<file path="src/rtl/vend_pkg.sv">
// Shared vending-machine definitions.
//   denom_t     : coin-hopper denomination codes (00 = no coin)
//   VAL_*       : dollar value of each denomination
//   PRICE_*     : drink prices used by the vending controller
//   state_t     : change_dispenser sequencer states
//   denom_value : maps a denomination code to its dollar value
package vend_pkg;

  typedef enum logic [1:0] {
    DENOM_NONE = 2'b00,
    DENOM_1    = 2'b01,
    DENOM_5    = 2'b10,
    DENOM_10   = 2'b11
  } denom_t;

  localparam logic [3:0] VAL_1  = 4'd1;
  localparam logic [3:0] VAL_5  = 4'd5;
  localparam logic [3:0] VAL_10 = 4'd10;

  localparam logic [31:0] PRICE_WATER = 32'd1;
  localparam logic [31:0] PRICE_COLA  = 32'd3;
  localparam logic [31:0] PRICE_JUICE = 32'd4;

  typedef enum logic [2:0] {
    ST_IDLE   = 3'd0,
    ST_SELECT = 3'd1,
    ST_REQ    = 3'd2,
    ST_GAP    = 3'd3,
    ST_FINISH = 3'd4
  } state_t;

  function automatic logic [3:0] denom_value(input denom_t d);
    case (d)
      DENOM_1:  return VAL_1;
      DENOM_5:  return VAL_5;
      DENOM_10: return VAL_10;
      default:  return 4'd0;
    endcase
  endfunction

endpackage

</file>
<file path="src/rtl/change_dispenser_if.sv">
// Handshake bundle of the change dispenser.
//   amount_valid/amount/amount_ready : change amount from the vending controller
//   disp_req/disp_denom/disp_ack     : one-coin request/acknowledge to the hopper
// master: the environment side (controller + hopper); slave: the dispenser.
interface change_dispenser_if #(
  parameter int AMT_W = 32
);
  logic             amount_valid;
  logic [AMT_W-1:0] amount;
  logic             amount_ready;
  logic             disp_req;
  logic [1:0]       disp_denom;
  logic             disp_ack;

  modport master (
    output amount_valid, amount, disp_ack,
    input  amount_ready, disp_req, disp_denom
  );

  modport slave (
    input  amount_valid, amount, disp_ack,
    output amount_ready, disp_req, disp_denom
  );
endinterface

</file>
<file path="src/rtl/coin_stock.sv">
// Per-denomination coin stock counters for the change dispenser.
//   clk, reset    : clock, asynchronous active-low reset (loads STOCK_INIT)
//   refill        : reload all counters to STOCK_INIT; wins over a same-cycle decrement
//   dec/dec_denom : one coin of dec_denom was dropped
//   avail_1/5/10  : counter of that denomination is nonzero
module coin_stock
  import vend_pkg::*;
#(
  parameter int STOCK_W    = 8,
  parameter int STOCK_INIT = 20
) (
  input  logic       clk,
  input  logic       reset,
  input  logic       refill,
  input  logic       dec,
  input  logic [1:0] dec_denom,
  output logic       avail_1,
  output logic       avail_5,
  output logic       avail_10
);

  localparam logic [STOCK_W-1:0] INIT = STOCK_W'(STOCK_INIT);
  localparam logic [STOCK_W-1:0] ONE  = STOCK_W'(1);

  logic [STOCK_W-1:0] cnt_1_r;
  logic [STOCK_W-1:0] cnt_5_r;
  logic [STOCK_W-1:0] cnt_10_r;

  // Stock counters: refill first, otherwise a decrement that saturates at zero.
  always_ff @(posedge clk or negedge reset) begin
    if (!reset) begin
      cnt_1_r  <= INIT;
      cnt_5_r  <= INIT;
      cnt_10_r <= INIT;
    end else if (refill) begin
      cnt_1_r  <= INIT;
      cnt_5_r  <= INIT;
      cnt_10_r <= INIT;
    end else if (dec) begin
      case (dec_denom)
        DENOM_1:  if (cnt_1_r  != '0) cnt_1_r  <= cnt_1_r  - ONE;
        DENOM_5:  if (cnt_5_r  != '0) cnt_5_r  <= cnt_5_r  - ONE;
        DENOM_10: if (cnt_10_r != '0) cnt_10_r <= cnt_10_r - ONE;
        default: begin
          cnt_1_r <= cnt_1_r;
        end
      endcase
    end
  end

  assign avail_1  = (cnt_1_r  != '0);
  assign avail_5  = (cnt_5_r  != '0);
  assign avail_10 = (cnt_10_r != '0);

endmodule

</file>
<file path="src/rtl/change_dispenser.sv">
// Greedy 10/5/1 change dispenser: accepts a change amount, pays it out one
// coin per hopper handshake and reports the unpaid remainder.
//   clk, reset      : clock, asynchronous active-low reset
//   bus (slave)     : amount_valid/amount/amount_ready in, disp_req/disp_denom/disp_ack out
//   refill          : reload coin stock (1-cycle pulse)
//   busy            : transaction in progress
//   done            : 1-cycle pulse at transaction end
//   shortfall       : unpaid remainder of the last transaction, held until next accept
// Build option CHANGE_DISPENSER_STOCK_EN: finite coin stock via coin_stock.
// Without it stock is infinite, refill is ignored and shortfall stays 0.
module change_dispenser
  import vend_pkg::*;
#(
  parameter int AMT_W      = 32,
  parameter int STOCK_W    = 8,
  parameter int STOCK_INIT = 20,
  parameter int GAP_CYC    = 2
) (
  input  logic              clk,
  input  logic              reset,
  change_dispenser_if.slave bus,
  input  logic              refill,
  output logic              busy,
  output logic              done,
  output logic [AMT_W-1:0]  shortfall
);

  localparam int GAP_W = (GAP_CYC > 1) ? $clog2(GAP_CYC) : 1;
  localparam logic [GAP_W-1:0] GAP_LAST = (GAP_CYC > 0) ? GAP_W'(GAP_CYC - 1) : '0;

  state_t           state_r;
  logic [AMT_W-1:0] remaining_r;
  logic [GAP_W-1:0] gap_cnt_r;
  logic             req_r;
  denom_t           denom_r;
  logic             ready_r;
  logic             busy_r;
  logic             done_r;
  logic [AMT_W-1:0] shortfall_r;

  logic             avail_1_s;
  logic             avail_5_s;
  logic             avail_10_s;
  logic             pick_found_s;
  denom_t           pick_denom_s;

`ifdef CHANGE_DISPENSER_STOCK_EN
  logic dec_s;
  // A coin leaves stock on the cycle its acknowledge is sampled.
  assign dec_s = (state_r == ST_REQ) && bus.disp_ack;

  coin_stock #(
    .STOCK_W    (STOCK_W),
    .STOCK_INIT (STOCK_INIT)
  ) u_coin_stock (
    .clk       (clk),
    .reset     (reset),
    .refill    (refill),
    .dec       (dec_s),
    .dec_denom (denom_r),
    .avail_1   (avail_1_s),
    .avail_5   (avail_5_s),
    .avail_10  (avail_10_s)
  );
`else
  logic               unused_refill;
  logic [STOCK_W-1:0] unused_stock;
  assign unused_refill = refill;
  assign unused_stock  = STOCK_W'(STOCK_INIT);
  assign avail_1_s     = 1'b1;
  assign avail_5_s     = 1'b1;
  assign avail_10_s    = 1'b1;
`endif

  // Greedy choice: largest coin that fits the remainder and is in stock.
  always_comb begin
    pick_found_s = 1'b0;
    pick_denom_s = DENOM_NONE;
    if ((remaining_r >= AMT_W'(VAL_10)) && avail_10_s) begin
      pick_found_s = 1'b1;
      pick_denom_s = DENOM_10;
    end else if ((remaining_r >= AMT_W'(VAL_5)) && avail_5_s) begin
      pick_found_s = 1'b1;
      pick_denom_s = DENOM_5;
    end else if ((remaining_r >= AMT_W'(VAL_1)) && avail_1_s) begin
      pick_found_s = 1'b1;
      pick_denom_s = DENOM_1;
    end else begin
      pick_found_s = 1'b0;
      pick_denom_s = DENOM_NONE;
    end
  end

  // Transaction sequencer with all outputs registered.
  always_ff @(posedge clk or negedge reset) begin
    if (!reset) begin
      state_r     <= ST_IDLE;
      remaining_r <= '0;
      gap_cnt_r   <= '0;
      req_r       <= 1'b0;
      denom_r     <= DENOM_NONE;
      ready_r     <= 1'b1;
      busy_r      <= 1'b0;
      done_r      <= 1'b0;
      shortfall_r <= '0;
    end else begin
      done_r <= 1'b0;
      case (state_r)
        ST_IDLE: begin
          if (bus.amount_valid && ready_r) begin
            remaining_r <= bus.amount;
            shortfall_r <= '0;
            ready_r     <= 1'b0;
            busy_r      <= 1'b1;
            state_r     <= ST_SELECT;
          end
        end
        ST_SELECT: begin
          if (pick_found_s) begin
            req_r   <= 1'b1;
            denom_r <= pick_denom_s;
            state_r <= ST_REQ;
          end else begin
            shortfall_r <= remaining_r;
            done_r      <= 1'b1;
            state_r     <= ST_FINISH;
          end
        end
        ST_REQ: begin
          // denom_r is held for the whole handshake; remaining >= coin was checked in SELECT.
          if (bus.disp_ack) begin
            remaining_r <= remaining_r - AMT_W'(denom_value(denom_r));
            req_r       <= 1'b0;
            denom_r     <= DENOM_NONE;
            gap_cnt_r   <= '0;
            state_r     <= (GAP_CYC == 0) ? ST_SELECT : ST_GAP;
          end
        end
        ST_GAP: begin
          if (gap_cnt_r == GAP_LAST) begin
            state_r <= ST_SELECT;
          end else begin
            gap_cnt_r <= gap_cnt_r + GAP_W'(1);
          end
        end
        ST_FINISH: begin
          ready_r <= 1'b1;
          busy_r  <= 1'b0;
          state_r <= ST_IDLE;
        end
        default: begin
          req_r   <= 1'b0;
          denom_r <= DENOM_NONE;
          ready_r <= 1'b1;
          busy_r  <= 1'b0;
          state_r <= ST_IDLE;
        end
      endcase
    end
  end

  assign bus.amount_ready = ready_r;
  assign bus.disp_req     = req_r;
  assign bus.disp_denom   = denom_r;
  assign busy             = busy_r;
  assign done             = done_r;
  assign shortfall        = shortfall_r;

endmodule

</file>
<file path="src/flat_wrapper.sv">
// flat-port wrapper written by rule: the top's interface ports become plain ports
module change_dispenser_flat import vend_pkg::*;
#(
  parameter int AMT_W      = 32,
  parameter int STOCK_W    = 8,
  parameter int STOCK_INIT = 20,
  parameter int GAP_CYC    = 2
)
  (clk, reset, refill, busy, done, shortfall, bus_amount_valid, bus_amount, bus_disp_ack, bus_amount_ready, bus_disp_req, bus_disp_denom);
  change_dispenser_if #(.AMT_W(AMT_W)) bus_i ();
  input  logic clk;
  input  logic reset;
  input  logic refill;
  output logic busy;
  output logic done;
  output logic [AMT_W-1:0] shortfall;
  input wire logic [$bits(bus_i.amount_valid)-1:0] bus_amount_valid;
  input wire logic [$bits(bus_i.amount)-1:0] bus_amount;
  input wire logic [$bits(bus_i.disp_ack)-1:0] bus_disp_ack;
  output wire logic [$bits(bus_i.amount_ready)-1:0] bus_amount_ready;
  output wire logic [$bits(bus_i.disp_req)-1:0] bus_disp_req;
  output wire logic [$bits(bus_i.disp_denom)-1:0] bus_disp_denom;
  assign bus_i.amount_valid = bus_amount_valid;
  assign bus_i.amount = bus_amount;
  assign bus_i.disp_ack = bus_disp_ack;
  assign bus_amount_ready = bus_i.amount_ready;
  assign bus_disp_req = bus_i.disp_req;
  assign bus_disp_denom = bus_i.disp_denom;
  change_dispenser #(.AMT_W(AMT_W), .STOCK_W(STOCK_W), .STOCK_INIT(STOCK_INIT), .GAP_CYC(GAP_CYC)) u_core (.clk(clk), .reset(reset), .bus(bus_i), .refill(refill), .busy(busy), .done(done), .shortfall(shortfall));
endmodule
</file>
<file path="config.mk">
export PLATFORM = sky130hd
export DESIGN_NAME = change_dispenser_flat
export DESIGN_NICKNAME = d
export VERILOG_FILES = /design/src/rtl/vend_pkg.sv /design/src/rtl/change_dispenser_if.sv /design/src/rtl/coin_stock.sv /design/src/rtl/change_dispenser.sv /design/src/flat_wrapper.sv
export SDC_FILE = /design/constraint.sdc
export NUM_CORES = 1
export LEC_CHECK = 0
export BUFFER_PORTS_ARGS = -buffer_cell sky130_fd_sc_hd__buf_2
export CAP_MARGIN = 20
export CORE_MARGIN = 4
export CORE_UTILIZATION = 44
export CTS_CLUSTER_SIZE = 40
export DETAILED_ROUTE_END_ITERATION = 10
export GPL_TIMING_DRIVEN = 0
export PLACE_DENSITY_LB_ADDON = 0.15
export RECOVER_POWER = 100
export SLEW_MARGIN = 25
export SYNTH_ARGS = -nofsm -noshare
export SYNTH_HDL_FRONTEND = slang
export SYNTH_SLANG_ARGS = --single-unit
</file>
<file path="constraint.sdc">
create_clock -name clk -period 2.6 [get_ports clk]
set_input_delay 0.13 -clock clk [delete_from_list [all_inputs] [get_ports clk]]
set_output_delay 0.13 -clock clk [all_outputs]
set_load 0.1 [all_outputs]
</file>
* Yosys cells after proc, flatten, opt, wreduce, memory -nomap -nowiden
Index checks and enable logic that the tools add are counted.
** Cells by class
- Add/sub/neg operators :: 2
- $mul :: 0
- Div/mod/pow operators :: 0
- Magnitude comparators :: 3
- Equality and inequality tests :: 12
- Shift-type cells :: 0
- Multiplexer cells :: 34
- Bitwise gates (word level) :: 2
- Reductions and logical operators :: 13
** Operators with widths (count)
- 2-to-1 mux 32 bit :: 4
- case mux 32 bit (2 select lines) :: 2
- >= comparator 32 x 1 -> 1 bit, second input constant :: 1
- >= comparator 32 x 3 -> 1 bit, second input constant :: 1
- >= comparator 32 x 4 -> 1 bit, second input constant :: 1
- subtractor 32 x 4 -> 32 bit :: 1
- 2-to-1 mux 3 bit :: 4
- case mux 3 bit (4 select lines) :: 1
- case mux 4 bit (3 select lines) :: 1
- AND reduction 3 bit :: 4
- 2-to-1 mux 1 bit :: 11
- 2-to-1 mux 2 bit :: 4
- 2-to-1 mux 4 bit :: 2
- equality test 3 x 2 -> 1 bit, second input constant :: 2
- inequality test 2 x 1 -> 1 bit, second input constant :: 3
- case mux 1 bit (2 select lines) :: 3
- case mux 2 bit (3 select lines) :: 1
- nonzero test 2 bit :: 3
- OR reduction 3 bit :: 2
- equality test 2 bit, second input constant :: 2
- inequality test 2 bit, second input constant :: 2
- AND reduction 2 bit :: 2
- equality test 3 x 1 -> 1 bit, second input constant :: 1
- equality test 3 bit, second input constant :: 1
- 6 further kinds :: 7
** Storage, ports and cells
- Bits in registers :: 74
- Bits in latches :: 0
- Memory bits (writable) :: 0
- ROM bits :: 0
- Input bits :: 37
- Output and inout port bits :: 38
- Word-level logic and storage cells :: 75
- Memories kept :: 0

* Logic depth before layout (Yosys ltp)
- Depth in word-level cells :: 7
- Depth in mapped cells :: 12
- Gate-level depth less buffers :: 11

* Least setup slack after synthesis
Ideal clock, no wire load.
- Path kind :: register to register
- From :: reg u_core.denom_r[0], in the netlist u_core.bus.disp_denom[0]
- To :: reg u_core.remaining_r[24]
- Setup time :: 143 ps
- Arrival :: 3092 ps
- Required time :: 2457 ps
- Slack :: -635 ps
- Stages on the path, launching flop included :: 13
- Path buffers :: 1
- Clock period less this slack :: 3235 ps
- Cells stage by stage :: dfrtp_1 inv_1 ha_1 inv_1 ha_1 inv_1 fa_1 a21o_1 a211oi_1 buf_2 nand4_1 o32ai_1 a22oi_1
** On the way
- Word-level cells in the longest chain between the ends :: 7
- Elaborated cells on any way between the ends :: 9
- Those cells by class :: add/sub: 1; eq/ne: 3; mux: 5
** Ends and longest elaborated chain
- start: declaration :: RTL line change_dispenser.sv:35 : denom_t denom_r;
- start signal: assignment :: RTL line change_dispenser.sv:121 : denom_r <= pick_denom_s;
- equality test 2 bit or equality test 2 x 1 -> 1 bit (tied branches) :: RTL line vend_pkg.sv:33 : case (d)
- case mux 4 bit (3 select lines) (*) :: RTL line vend_pkg.sv:33
- 2-to-1 mux 4 bit (*) :: RTL line change_dispenser.sv:131 : if (bus.disp_ack) begin
- 2-to-1 mux 4 bit (*) :: RTL line change_dispenser.sv:108 : case (state_r)
- subtractor 32 x 4 -> 32 bit (*) :: RTL line change_dispenser.sv:132 : remaining_r <= remaining_r - AMT_W'(denom_value(denom_r));
- 2-to-1 mux 32 bit (*) :: RTL line change_dispenser.sv:131
- case mux 32 bit (2 select lines) (*) :: RTL line change_dispenser.sv:108
- end signal: assignment :: RTL line change_dispenser.sv:111 : remaining_r <= bus.amount;
- end signal: assignment :: RTL line change_dispenser.sv:132
- end: declaration :: RTL line change_dispenser.sv:32 : logic [AMT_W-1:0] remaining_r;
Every way passes the cells marked *; elsewhere a longest branch is shown, timed or not. The select of a mux whose other input is x is not followed.
A chain may end at the register's enable or synchronous reset.

* Worst setup path in the final report
- From :: reg u_core.denom_r[1], in the netlist u_core.bus.disp_denom[1]
- To :: reg u_core.remaining_r[18]
Same word-level chain as after synthesis.

==> results.cfg <==
[run_status]
outcome = finished, violations left
violations = setup timing

[global_routing]
grt_max_degree = 51
antenna_found_initial = 0
grt_pass1_vias = 3433
grt_pass1_wl_mm = 17.3
grt_usage = 0.218
grt-ovfl-total = 0

[synth]
yosys-top-cells-area = dfrtp_1, and2_1, nand2_1
yosysTopAreaCellShare = 0.483
synth_flop_cell = dfrtp_1
ys_warn_count = 0
synth_enable_flop_cells = 0
ys_seq_area_frac = 0.490
yosys.area.top_type = dfrtp_1
yosys_register_bits = 74
netlist_area_um2 = 3780
yosysUniqueCellTypes = 52
synthArstFlopShare = 1.00
netlist_instances = 395
syn_nets = 439
synth.avg_cell_area_um2 = 9.57

[cts]
htree_levels = 3
cts_buffers = 9
clockRootBuffer = clkbuf_8
cts_tree = yes
clk_pin_slew_ps = 100
clock-sinks = 74
cts_buffer_depth = 2
clkLatencyLatePin_ps = 360

[detailed_routing]
num_vias = 3469
drcViolationCount = 0
firstDrtPassIters = 5
drt_iter0_drc = 298
viasPerCell = 5.74
ant_nets = 0
wl_per_cell_um = 18.1
routed_wl_mm = 10.9

[setup_path]
path_delay_family = compound AO/OA/AOI/OAI gates
start_kind = flip-flop
critPathBufInv = 2
path_cells = ha_4 > inv_2 > ha_4 > inv_2 > fa_2 > a21o_1 > a211o_4 > nor3_4 > a41oi_2 > o22a_1
cp_max_fo = 4
worstSetupPathType = flip-flop to flip-flop
critPathSlowestCell = dfrtp_4
worstSetupEndpointType = flip-flop
rrSetupSlack_ps = -60
cp_data_required_time_ps = 2840
max_stage_delay_ps = 510
worstPathArrival_ps = 2900

[timing]
layout_min_cycle_time_ps = 2660
grt_setup_unrepaired = yes
slew_headroom = 0.0601
tightest_slew_ps = 1410
fin_crit_sh = 1.02
fin_skew_ps = 11.4
setup_viol = 4
hold_violations = 0
final.setup.tns_ps = -142
max_freq_mhz = 376
drv_slew = 0
setup_ws_ps = -56.3

[pwr]
powerDensity_nw_per_um2 = 468
p_int_mw = 1.64
combinationalPowerShare = 0.034
finalPower_mw = 2.20
seq_power_share = 0.524
sw_frac_of_total = 0.251
switching_power_uw = 551
peakVddDrop_mv = 0.244
power_leakage_nw = 2.03
clkPwrFrac = 0.442

[placed_design]
pre_cts_ws_ps = -249
post_dp_cell_area_um2 = 4350
port-buffer-count = 73
place_congestion = 0.969
dp_hpwl_mm = 7.46

[cells_and_area]
nets = 538
diodes = 0
design_area_um2 = 4690
finish.utilization = 0.566
drive_above_1_share = 0.192
areaGrowthSynthToFinish_pct = 24.2

[worst_hold_path]
min_path_type = primary input to flip-flop

[die]
coreArea_um2 = 8300
ios = 75
die_x_um = 101
die_h_um = 101
die-area_um2 = 10100
rows = 33
initial_core_util = 0.455

[job]
cap_violations = 0
timing repair:
item,in CTS,in global routing
pin swaps,7,8
gates resized for setup,7,18
setup endpoints to repair,17,52
hold buffers,3,0
endpoints found under the hold margin,26,0
setup buffers,7,4
area by class of cell:
cell class                      count  area [µm²]
Fill cell                         767        3610
Multi-Input combinational cell    289        1910
Sequential cell                    74        1860
Timing Repair Buffer               88         449
Tap cell                          105         131
Clock buffer                        9         124
Buffer                             22        95.1
Clock inverter                      7        83.8
Inverter                           10        37.5
through the flow:
step | hold slack [ps] | std cells
global placement | 358 | 573
CTS | 11.8 | 600
detailed placement | 73.2 | 574
finish | 17.5 | 604
global route | 16.8 | 604
floorplan | -166 | 395
power groups by stage:
| stage | Sequential (mW) | Combinational [mW] | Clock (mW) |
|---|---|---|---|
| after floorplan | 1.17 | 0.0138 | 0 |
| after global placement | 1.17 | 0.0685 | 0 |
| after detailed placement | 1.17 | 0.0747 | 0 |
| after CTS | 1.15 | 0.0796 | 0.985 |
| after global routing | 1.15 | 0.0847 | 1.04 |
| final | 1.15 | 0.0747 | 0.971 |
worst reg2reg max path: cells and delay by family (launching register included):
family,cells,cell delay [ps]
AO/OA/AOI/OAI,4,950
adder cells (fa/ha/maj),3,710
flip-flops,1,510
AND/OR/NAND/NOR,1,290
buffers and inverters,2,80
Yosys cell counts, drive strengths merged (3+ instances only):
| library cell | number |
|---|---|
| a211o | 4 |
| a211oi | 3 |
| a21o | 4 |
| a21oi | 23 |
| a22o | 4 |
| a22oi | 3 |
| a2bb2oi | 10 |
| a31oi | 6 |
| and2 | 34 |
| buf | 5 |
| clkbuf | 17 |
| dfrtp | 73 |
| ha | 6 |
| inv | 10 |
| nand2 | 37 |
| nand2b | 3 |
| nand3 | 14 |
| nand3b | 3 |
| nand4 | 8 |
| nand4b | 3 |
| nor2 | 27 |
| nor2b | 5 |
| nor3 | 13 |
| nor4 | 11 |
| o211ai | 5 |
| o21a | 4 |
| o21ai | 16 |
| o22a | 4 |
| o22ai | 11 |
| or3 | 8 |
| or4 | 4 |
routing by layer:
metal	global-route usage	vias to the layer above	part of all wire
met3	0.0422	16	0.063
met2	0.335	124	0.47
li1	-	1647	-
met5	0	-	0
met4	0.0777	0	0.012
met1	0.308	1682	0.45
sequential cells by signal, summed over array words and instances (netlist names):
register	count
u_core.busy	1
u_core.remaining_r	32
u_core.state_r	3
u_core.bus.amount_ready	1
u_core.gap_cnt_r	1
u_core.shortfall	32
u_core.done	1
u_core.bus.disp_denom	2
u_core.bus.disp_req	1
layout by cell type, fill, tap and decap left out, types with 4 or more instances in the layout:
cell	n
o211ai_1	5
buf_2	34
nor2b_1	5
a2bb2oi_1	9
nor2_1	27
and2_1	34
nand2_1	36
ha_1	4
nand4_1	8
dfrtp_1	71
clkbuf_1	55
nor4_1	8
inv_1	7
o21a_1	4
a31oi_1	6
o21ai_1	7
nand3_1	13
o21ai_0	9
a21oi_1	21
or3_1	6
nor3_1	12
buf_4	11
o22a_1	4
o22ai_1	10
clkbuf_8	9
clkbuf_2	4
a21o_1	4
a22o_1	4
worst paths after layout:
path,end,start,cells after the start
max reg2reg,u_core.remaining_r[18],u_core.bus.disp_denom[1],10
min reg2reg,u_core.shortfall[3],u_core.shortfall[3],1
min in group asynchronous,u_core.remaining_r[25],reset,2
max in group asynchronous,u_core.bus.disp_denom[0],reset,3
min,u_core.remaining_r[21],bus_amount[21],3
max,u_core.remaining_r[18],u_core.bus.disp_denom[1],10
kinds of logic (layout without fill, tap and decap cells):
family          after synthesis  in the layout  synth area share
simple gates                170            170             0.247
fa+ha+maj                     7              7            0.0252
buf+inv                      32            136            0.0328
mux                           2              2           0.00530
compound gates              109            109             0.197
flops                        74             74             0.490
xor+xnor                      1              1           0.00232
(Power assumes the default switching activity.)
